===== config.mk =====
export PLATFORM = sky130hd
export DESIGN_NAME = chan_mux_arb
export DESIGN_NICKNAME = d
export VERILOG_FILES = /design/src/rtl/chan_mux_pkg.sv /design/src/rtl/rr_arbiter.sv /design/src/rtl/chan_mux_arb.sv
export SDC_FILE = /design/constraint.sdc
export NUM_CORES = 1
export LEC_CHECK = 0
export ABC_AREA = 1
export BUFFER_PORTS_ARGS = -buffer_cell sky130_fd_sc_hd__buf_2
export CAP_MARGIN = 20
export CORE_ASPECT_RATIO = 0.6
export CORE_UTILIZATION = 35
export DETAILED_ROUTE_END_ITERATION = 10
export PLACE_DENSITY = 0.71
export RECOVER_POWER = 50
export SLEW_MARGIN = 10
export SYNTH_ARGS = -nofsm -noshare
export SYNTH_HDL_FRONTEND = slang
export SYNTH_SLANG_ARGS = --single-unit

===== constraint.sdc =====
create_clock -name clk -period 8.1 [get_ports clk]
set_input_delay 1.215 -clock clk [delete_from_list [all_inputs] [get_ports clk]]
set_output_delay 1.215 -clock clk [all_outputs]
set_load 0.05 [all_outputs]

===== src/rtl/chan_mux_pkg.sv =====
// Shared types and defaults for the channel mux/arbiter.
package chan_mux_pkg;

  localparam int unsigned WIDTH_DEF = 16;
  localparam int unsigned NCH_DEF   = 9;
  localparam int unsigned SELW_DEF  = 4;

  typedef enum logic {
    MODE_DIRECT = 1'b0,
    MODE_RR     = 1'b1
  } mode_e;

  typedef enum logic {
    ST_EMPTY = 1'b0,
    ST_FULL  = 1'b1
  } state_e;

endpackage


===== src/rtl/rr_arbiter.sv =====
// Rotating-priority search: first requester strictly after ptr, wrapping modulo NCH.
module rr_arbiter #(
  parameter int unsigned NCH  = 9,
  parameter int unsigned SELW = 4
) (
  input  logic [NCH-1:0]  req,
  input  logic [SELW-1:0] ptr,
  output logic [SELW-1:0] grant_idx,
  output logic            grant_vld
);

  int unsigned cand;

  always_comb begin
    grant_idx = '0;
    grant_vld = 1'b0;
    cand      = 0;
    for (int unsigned i = 1; i <= NCH; i++) begin
      cand = 32'(ptr) + i;
      if (cand >= NCH) begin
        cand = cand - NCH;
      end
      // Constant-index compare keeps the request lookup a plain mux
      for (int unsigned k = 0; k < NCH; k++) begin
        if (!grant_vld && (cand == k) && req[k]) begin
          grant_idx = SELW'(k);
          grant_vld = 1'b1;
        end
      end
    end
  end

endmodule


===== src/rtl/chan_mux_arb.sv =====
// N-channel mux with DIRECT select or round-robin arbitration into a single-entry output register.
module chan_mux_arb
  import chan_mux_pkg::*;
#(
  parameter int unsigned WIDTH = WIDTH_DEF,
  parameter int unsigned NCH   = NCH_DEF,
  parameter int unsigned SELW  = SELW_DEF
) (
  input  logic                 clk,
  input  logic                 rst_n,
  input  logic                 mode,
  input  logic [SELW-1:0]      sel,
  input  logic [NCH*WIDTH-1:0] in_data,
  input  logic [NCH-1:0]       in_valid,
  output logic [NCH-1:0]       in_ready,
  output logic [WIDTH-1:0]     out_data,
  output logic                 out_valid,
  input  logic                 out_ready,
  output logic [SELW-1:0]      out_chan,
  output logic                 sel_err
);

  if (SELW < $clog2(NCH)) begin : g_selw_check
    $error("chan_mux_arb: SELW too narrow for NCH");
  end
  if ((NCH < 2) || (NCH > 16)) begin : g_nch_check
    $error("chan_mux_arb: NCH must be in 2..16");
  end

  state_e            state_q;
  state_e            state_d;
  logic [SELW-1:0]   rr_ptr_q;
  logic [SELW-1:0]   rr_idx;
  logic              rr_vld;
  logic              mode_rr;
  logic              dir_vld;
  logic              sel_oor;
  logic [SELW-1:0]   gnt_idx;
  logic              gnt_vld;
  logic [WIDTH-1:0]  gnt_data;
  logic              load_en;
  logic              xfer;

  assign mode_rr   = (mode_e'(mode) == MODE_RR);
  assign out_valid = (state_q == ST_FULL);

  rr_arbiter #(
    .NCH  (NCH),
    .SELW (SELW)
  ) u_rr_arbiter (
    .req       (in_valid),
    .ptr       (rr_ptr_q),
    .grant_idx (rr_idx),
    .grant_vld (rr_vld)
  );

  // DIRECT candidate; a select matching no channel is out of range
  always_comb begin
    dir_vld = 1'b0;
    sel_oor = 1'b1;
    for (int unsigned k = 0; k < NCH; k++) begin
      if (sel == SELW'(k)) begin
        sel_oor = 1'b0;
        dir_vld = in_valid[k];
      end
    end
  end

  always_comb begin
    gnt_idx  = mode_rr ? rr_idx : sel;
    gnt_vld  = mode_rr ? rr_vld : dir_vld;
    gnt_data = '0;
    for (int unsigned k = 0; k < NCH; k++) begin
      if (gnt_idx == SELW'(k)) begin
        gnt_data = in_data[k*WIDTH +: WIDTH];
      end
    end
  end

  always_ff @(posedge clk) begin
    if (!rst_n) begin
      state_q <= ST_EMPTY;
    end else begin
      state_q <= state_d;
    end
  end

  // Output slot may drain and refill on the same edge
  always_comb begin
    state_d  = state_q;
    in_ready = '0;
    load_en  = (state_q == ST_EMPTY) | (out_valid & out_ready);
    xfer     = load_en & gnt_vld & rst_n;
    for (int unsigned k = 0; k < NCH; k++) begin
      if (xfer && (gnt_idx == SELW'(k))) begin
        in_ready[k] = 1'b1;
      end
    end
    case (state_q)
      ST_EMPTY: begin
        if (xfer) begin
          state_d = ST_FULL;
        end
      end
      ST_FULL: begin
        if (out_ready && !xfer) begin
          state_d = ST_EMPTY;
        end
      end
      default: state_d = ST_EMPTY;
    endcase
  end

  // Pointer resets to the last channel so channel 0 wins first
  always_ff @(posedge clk) begin
    if (!rst_n) begin
      out_data <= '0;
      out_chan <= '0;
      sel_err  <= 1'b0;
      rr_ptr_q <= SELW'(NCH - 1);
    end else begin
      sel_err <= load_en & ~mode_rr & sel_oor;
      if (xfer) begin
        out_data <= gnt_data;
        out_chan <= gnt_idx;
        if (mode_rr) begin
          rr_ptr_q <= gnt_idx;
        end
      end
    end
  end

endmodule


==> flow_metrics.py, run 1 <==
metrics = {
    "cts": {
        "cts_tree": "built",
        "clockRootBuffer": "clkbuf_16",
        "cts.sinks": 26,
        "cts_buffers": 3,
        "clk_pin_slew_ps": 70,
        "clockBufferDepth": 2,
        "clock_latency_ps": 270,
        "cts_max_level": 1,
    },
    "cells_and_area": {
        "finalNetCount": 1718,
        "final_area_mm2": 0.00982,
        "drive_above_1_share": 0.369,
        "area_delta_synth_final_pct": 52.4,
        "fin_util": 0.545,
        "fill_cells": 1758,
    },
    "min_path": {
        "hp-start": "out_data[12]$_SDFFE_PN0P_",
        "hp-class": "flip-flop to flip-flop",
    },
    "route": {
        "vias_per_cell": 5.30,
        "drtIter0Drc": 1041,
        "remaining_drc_errors": 0,
        "wirelength_um": 28000,
        "drt-pass1-iter-count": 6,
        "vias": 9362,
        "wl_per_cell_um": 15.9,
        "ant_nets": 0,
    },
    "placement": {
        "io_buffers": 191,
        "postPlaceCellArea_mm2": 0.00877,
        "dp_hpwl_um": 21700,
        "place.gp.congestion": 0.987,
    },
    "global_routing": {
        "grt_use_total": 0.281,
        "grt_max_degree": 33,
        "grt_pass1_wl_um": 42200,
        "antenna_found_initial": 1,
        "grt.overflow.total": 0,
        "grt_pass1_vias": 8240,
    },
    "status": {
        "outcome": "finished, violations left",
        "violations": "negative setup slack",
    },
    "power": {
        "sequentialPowerShare": 0.041,
        "switching_power_mw": 2.87,
        "vdd_drop_max_mv": 0.254,
        "power.share.clock": 0.029,
        "netSwitchingFraction": 0.553,
        "p_per_area_mw_per_mm2": 528,
        "power_mw": 5.19,
        "combPwrFrac": 0.930,
        "p_leak_nw": 4.92,
        "internal_power_mw": 2.32,
    },
    "die": {
        "die_area_mm2": 0.0190,
        "die_h_um": 107,
        "core_mm2": 0.0180,
        "start_util": 0.358,
        "rows": 38,
        "die_w_um": 177,
        "io_pins": 192,
    },
    "yosys": {
        "synth-async-reset-ratio": 0,
        "syn_area_mm2": 0.00644,
        "syn_avg_cell_area_um2": 5.55,
        "synth_edf_count": 0,
        "synth.distinct_cells": 54,
        "syn-num-nets": 1353,
        "synthFlopType": "dfxtp_1",
        "ys_warn_count": 0,
        "synth-seq-cells": 26,
        "synthCells": 1161,
        "yosysSeqAreaShare": 0.0808,
    },
    "timing": {
        "setup_violations": 9,
        "slew_headroom": 0.359,
        "whs_ps": 461,
        "finalCritPeriodShare": 1.07,
        "hold_viol_final": 0,
        "rsz0062_at_grt": "yes",
        "finalSetupTns_ps": -5190,
        "period_needed_ps": 8700,
        "slew_viol_final": 0,
        "postLayoutSetupSlackWorst_ps": -596,
        "worst_slew_pin_slew_ps": 938,
        "skew_ps": 3.61,
        "max_freq_mhz": 115,
    },
    "critical_path": {
        "cp.arrival_ps": 7480,
        "cp_slowest_cell": "dfxtp_4",
        "path_max_fanout": 5,
        "crit_path_start_kind": "flip-flop",
        "critPathMostFrequentCell": "nor2_4",
        "crit_required_ps": 6880,
        "rr_startpoint": "rr_ptr_q[1]$_SDFFE_PN0P_",
        "crit_path_start": "rr_ptr_q[1]$_SDFFE_PN0P_",
        "critPathCaptureType": "output pin",
        "cpPeakStageDelay_ps": 420,
        "path_class": "flip-flop to output pin",
    },
    "run": {
        "max_cap_violations": 0,
    },
}
==> critical path: cells and delay by family, from the launching register on <==
family	cells	cell delay [ps]
compound gates	2	210
fa+ha+maj	1	250
buf+inv	7	630
flops	1	420
simple gates	50	5660
==> what timing repair did <==
item	in CTS	in global routing
gates resized for setup	64	60
endpoints found under the hold margin	0	0
setup buffers	31	28
cloned	3	2
setup endpoints to repair	18	33
pin swaps	15	21
hold buffers	0	0
==> metrics by stage <==
stage / setup WS (ps) / cells
floorplan: -171 / 1161
global placement: -302 / 1698
detailed placement: -485 / 1698
CTS: -409 / 1736
global route: -1280 / 1766
finish: -596 / 1766
==> cell type report <==
cell class / instances / area (um^2) / share of cell area
multi-input cells: 889 / 5360 / 0.546
diodes: 1 / 2.50 / 0.000255
well taps: 240 / 300 / 0.0306
inverters: 214 / 838 / 0.0854
clock buffers: 3 / 75.1 / 0.00764
flip-flops and latches: 26 / 533 / 0.0543
clock inverters: 1 / 30.0 / 0.00306
repair buffers: 390 / 2670 / 0.272
repair inverters: 2 / 15.0 / 0.00153
==> logic make-up (layout without fill, tap and decap cells) <==
| kind of cell | Yosys count | in the layout | share of synthesized area |
|---|---|---|---|
| other | 0 | 1 | 0 |
| adder cells (fa/ha/maj) | 31 | 31 | 0.0614 |
| XOR/XNOR | 13 | 13 | 0.0177 |
| flip-flops | 26 | 26 | 0.0808 |
| AO/OA/AOI/OAI | 169 | 170 | 0.155 |
| buffers and inverters | 248 | 610 | 0.162 |
| AND/OR/NAND/NOR | 673 | 674 | 0.521 |
| multiplexers | 1 | 1 | 0.00175 |
==> final timing paths <==
| check | end | slack, ps | cells after the start |
|---|---|---|---|
| worst max register to register | out_data[5]$_SDFFE_PN0P_ | 160 | 63 |
| worst max-delay path | in_ready[8] | -600 | 60 |
| worst min-delay path | out_data[12]$_SDFFE_PN0P_ | 460 | 2 |
| worst min register to register | out_data[12]$_SDFFE_PN0P_ | 460 | 2 |
==> layout by cell type, fill, tap and decap left out, types with 6 or more instances in the layout <==
cell	count
nand2_1	197
inv_1	187
buf_2	182
buf_4	179
nor2_1	131
nand3_1	115
nor3_1	64
a21oi_1	56
o21ai_0	52
nand4_1	40
ha_1	24
nor2_4	23
dfxtp_1	22
nand2_2	20
buf_6	17
nand2_4	15
inv_2	14
nor2_2	13
nand3_2	12
xor2_1	10
nor4_1	10
a31oi_1	9
a21oi_2	9
nand4_4	9
inv_4	7
o21ai_1	7
nand4_2	7
o21bai_1	6
ha_4	6
buf_12	6
==> power by group through the flow <==
stage                     Sequential (mW)  Combinational (mW)  Clock (mW)
after CTS                           0.210                4.35       0.152
after global routing                0.219                5.24       0.158
after floorplan                     0.368                2.57           0
after detailed placement            0.211                3.94           0
final                               0.213                4.83       0.152
after global placement              0.209                3.89           0
==> registers in the layout (all words and copies together), names as in the netlist <==
name,flops
out_data,16
sel_err,1
rr_ptr_q,4
out_valid,1
out_chan,4
==> synthesized netlist by cell type, types with 3 or more instances <==
library cell / n / area (um^2)
inv_1: 195 / 732
xor2_1: 10 / 87.6
a21oi_1: 59 / 295
nand4_4: 5 / 106
nand4_1: 40 / 250
o311ai_0: 3 / 26.3
o31ai_1: 3 / 22.5
nor2_1: 145 / 544
inv_2: 15 / 56.3
buf_4: 9 / 67.6
nand3b_1: 3 / 22.5
o21bai_1: 6 / 45.0
o21ai_0: 59 / 295
clkbuf_4: 3 / 22.5
o21ai_1: 4 / 20.0
buf_6: 8 / 90.1
a21oi_2: 6 / 52.6
buf_2: 6 / 30.0
nor3_1: 65 / 325
nand2_2: 13 / 81.3
nor2_4: 15 / 169
nor2_2: 7 / 43.8
xnor2_1: 3 / 26.3
nand3_1: 127 / 636
clkbuf_1: 7 / 26.3
ha_1: 30 / 375
o2111ai_1: 5 / 43.8
clkinv_1: 3 / 11.3
a31oi_1: 10 / 62.6
nand4_2: 11 / 138
nor4_1: 13 / 81.3
nand2_1: 215 / 807
dfxtp_1: 26 / 521
nand2_4: 4 / 45.0
==> routing by layer <==
metal	wire [um]	part of all wire	GRT usage	up-vias
li1	-	-	-	4579
met1	12400	0.44	0.402	4231
met2	11600	0.41	0.403	502
met3	3510	0.13	0.0840	50
met4	548	0.020	0.0665	0
met5	0	0	0	-
Note: power is estimated with default switching activity, not from simulation.
==> inputs of run 2 (changes only) <==
--- a/config.mk
+++ b/config.mk
@@ -17,3 +17,4 @@
 export SYNTH_ARGS = -nofsm -noshare
 export SYNTH_HDL_FRONTEND = slang
 export SYNTH_SLANG_ARGS = --single-unit
+export TNS_END_PERCENT = 10
==> run 2 against run 1 <==
Worst setup slack lost 150 ps. Critical path type unchanged. Critical path depth shrank 1. The run still ends with negative setup slack left. Utilization shrank 0.79 points. Combinational power shrank 2%. Cell count shrank 0.11%. Cell area shrank 1.5%.
==> flow_metrics.py, run 2 (synthesis results as in run 1) <==
metrics = {
    "die": {
        "start_util": 0.358,
        "rows": 38,
        "core_mm2": 0.0180,
        "die_h_um": 107,
        "die_w_um": 177,
        "die_area_mm2": 0.0190,
        "io_pins": 192,
    },
    "power": {
        "internal_power_mw": 2.28,
        "combPwrFrac": 0.929,
        "p_per_area_mw_per_mm2": 529,
        "vdd_drop_max_mv": 0.227,
        "power_mw": 5.12,
        "p_leak_nw": 4.82,
        "power.share.clock": 0.029,
        "sequentialPowerShare": 0.041,
        "switching_power_mw": 2.84,
        "netSwitchingFraction": 0.555,
    },
    "critical_path": {
        "cpPeakStageDelay_ps": 390,
        "path_max_fanout": 7,
        "critPathMostFrequentCell": "nor2_4",
        "critPathCaptureType": "output pin",
        "path_class": "flip-flop to output pin",
        "crit_path_start_kind": "flip-flop",
        "cp.arrival_ps": 7630,
        "cp_slowest_cell": "dfxtp_4",
        "crit_required_ps": 6880,
    },
    "cts": {
        "cts_max_level": 1,
        "clk_pin_slew_ps": 70,
        "clockRootBuffer": "clkbuf_16",
        "clock_latency_ps": 270,
        "clockBufferDepth": 2,
        "ctsHoldBuffers": 0,
        "cts_buffers": 3,
        "cts.sinks": 26,
        "cts_tree": "built",
    },
    "placement": {
        "place.gp.congestion": 1.05,
        "postPlaceCellArea_mm2": 0.00881,
        "dp.cells": 1722,
        "io_buffers": 191,
        "dp_hpwl_um": 21600,
    },
    "cells_and_area": {
        "final_common_cell": "nand2_1",
        "finalNetCount": 1716,
        "most-common-layout-cells": "201 x nand2_1, 191 x buf_4, 190 x inv_1",
        "reg_top3": "out_data (16), out_chan (4), rr_ptr_q (4)",
        "final_area_mm2": 0.00968,
        "largest-register": "out_data",
        "area_delta_synth_final_pct": 50.2,
        "fin_cells": 1764,
        "largest_register_ffs": 16,
        "drive_above_1_share": 0.353,
    },
    "timing": {
        "postLayoutSetupSlackWorst_ps": -748,
        "max_freq_mhz": 113,
        "finalSetupTns_ps": -6240,
        "setup_violations": 10,
        "skew_ps": 5.84,
        "rsz0062_at_grt": "yes",
        "slew_viol_final": 0,
        "period_needed_ps": 8850,
        "slew_headroom": 0.382,
        "worst_slew_pin_slew_ps": 904,
        "whs_ps": 465,
        "hold_viol_final": 0,
        "finalCritPeriodShare": 1.09,
    },
    "global_routing": {
        "grt_use_total": 0.273,
        "antenna_found_initial": 1,
        "grt_max_degree": 33,
        "grt_pass1_wl_um": 41300,
        "grt_pass1_vias": 8151,
        "grt.overflow.total": 0,
    },
    "min_path": {
        "hp-class": "flip-flop to flip-flop",
    },
    "status": {
        "outcome": "finished, violations left",
        "violations": "negative setup slack",
    },
    "route": {
        "remaining_drc_errors": 0,
        "vias": 9340,
        "ant_nets": 0,
        "wl_per_cell_um": 15.3,
        "vias_per_cell": 5.29,
        "drt-pass1-iter-count": 6,
        "drtIter0Drc": 1189,
        "wirelength_um": 27100,
    },
    "run": {
        "max_cap_violations": 0,
    },
}
-- run 2: cell count changes in the layout (fill, tap and decap cells not counted), sizes merged --
cell and change:
o21ai -1, clkbuf +13, clkinvlp -4, buf -12, inv +2
-- run 2: cell type report --
| cell class | count | area [um^2] |
|---|---|---|
| Fill cell | 1737 | 8340 |
| Multi-Input combinational cell | 888 | 5360 |
| Timing Repair Buffer | 391 | 2560 |
| Inverter | 214 | 813 |
| Sequential cell | 26 | 531 |
| Tap cell | 240 | 300 |
| Clock buffer | 3 | 75.1 |
| Clock inverter | 1 | 30.0 |
| Antenna cell | 1 | 2.50 |
-- run 2: worst max-delay path, delay by kind of cell (launching register included) --
kind / cells / cell delay [ps]
and+or+nand+nor: 53 / 6260
DFF: 1 / 390
buffers and inverters: 5 / 530
adders and majority gates: 1 / 180
-- run 2: repair_timing --
item                                    in CTS  in global routing
resized for setup                           72                 49
setup buffers                               26                 10
cloned                                       1                  0
endpoints found under the setup margin      25                 33
pin swaps                                   18                 21
-- run 2: power by group through the flow --
| stage | sequential (mW) | clock [mW] | combinational [mW] |
|---|---|---|---|
| 6_report | 0.212 | 0.150 | 4.75 |
| 5_1_grt | 0.217 | 0.157 | 5.17 |
| 4_1_cts | 0.210 | 0.152 | 4.38 |
| 3_5_place_dp | 0.209 | 0 | 3.94 |
| 3_3_place_gp | 0.206 | 0 | 3.87 |
| 2_1_floorplan | 0.365 | 0 | 2.49 |
-- run 2: per-layer routing --
metal | part of all wire | routed length (um) | global-route usage
met1 | 0.45 | 12300 | 0.405
met2 | 0.41 | 11100 | 0.387
met3 | 0.11 | 3040 | 0.0546
met4 | 0.024 | 660 | 0.0782
met5 | 0 | 0 | 0
-- run 2: worst paths after layout --
| kind | slack [ps] | end | depth (start not counted) | start |
|---|---|---|---|---|
| setup / recovery | -750 | in_ready[8] | 59 | rr_ptr_q[1]$_SDFFE_PN0P_ |
| hold reg to reg | 470 | out_data[15]$_SDFFE_PN0P_ | 2 | out_data[15]$_SDFFE_PN0P_ |
| setup reg to reg | -10 | out_data[4]$_SDFFE_PN0P_ | 62 | rr_ptr_q[1]$_SDFFE_PN0P_ |
| hold / removal | 470 | out_data[15]$_SDFFE_PN0P_ | 2 | out_data[15]$_SDFFE_PN0P_ |
-- run 2: metrics by stage --
stage,util,setup WS [ps]
floorplan,-,-366
global placement,0.489,-361
detailed placement,0.489,-703
CTS,0.521,-682
global route,0.537,-1340
finish,0.537,-748
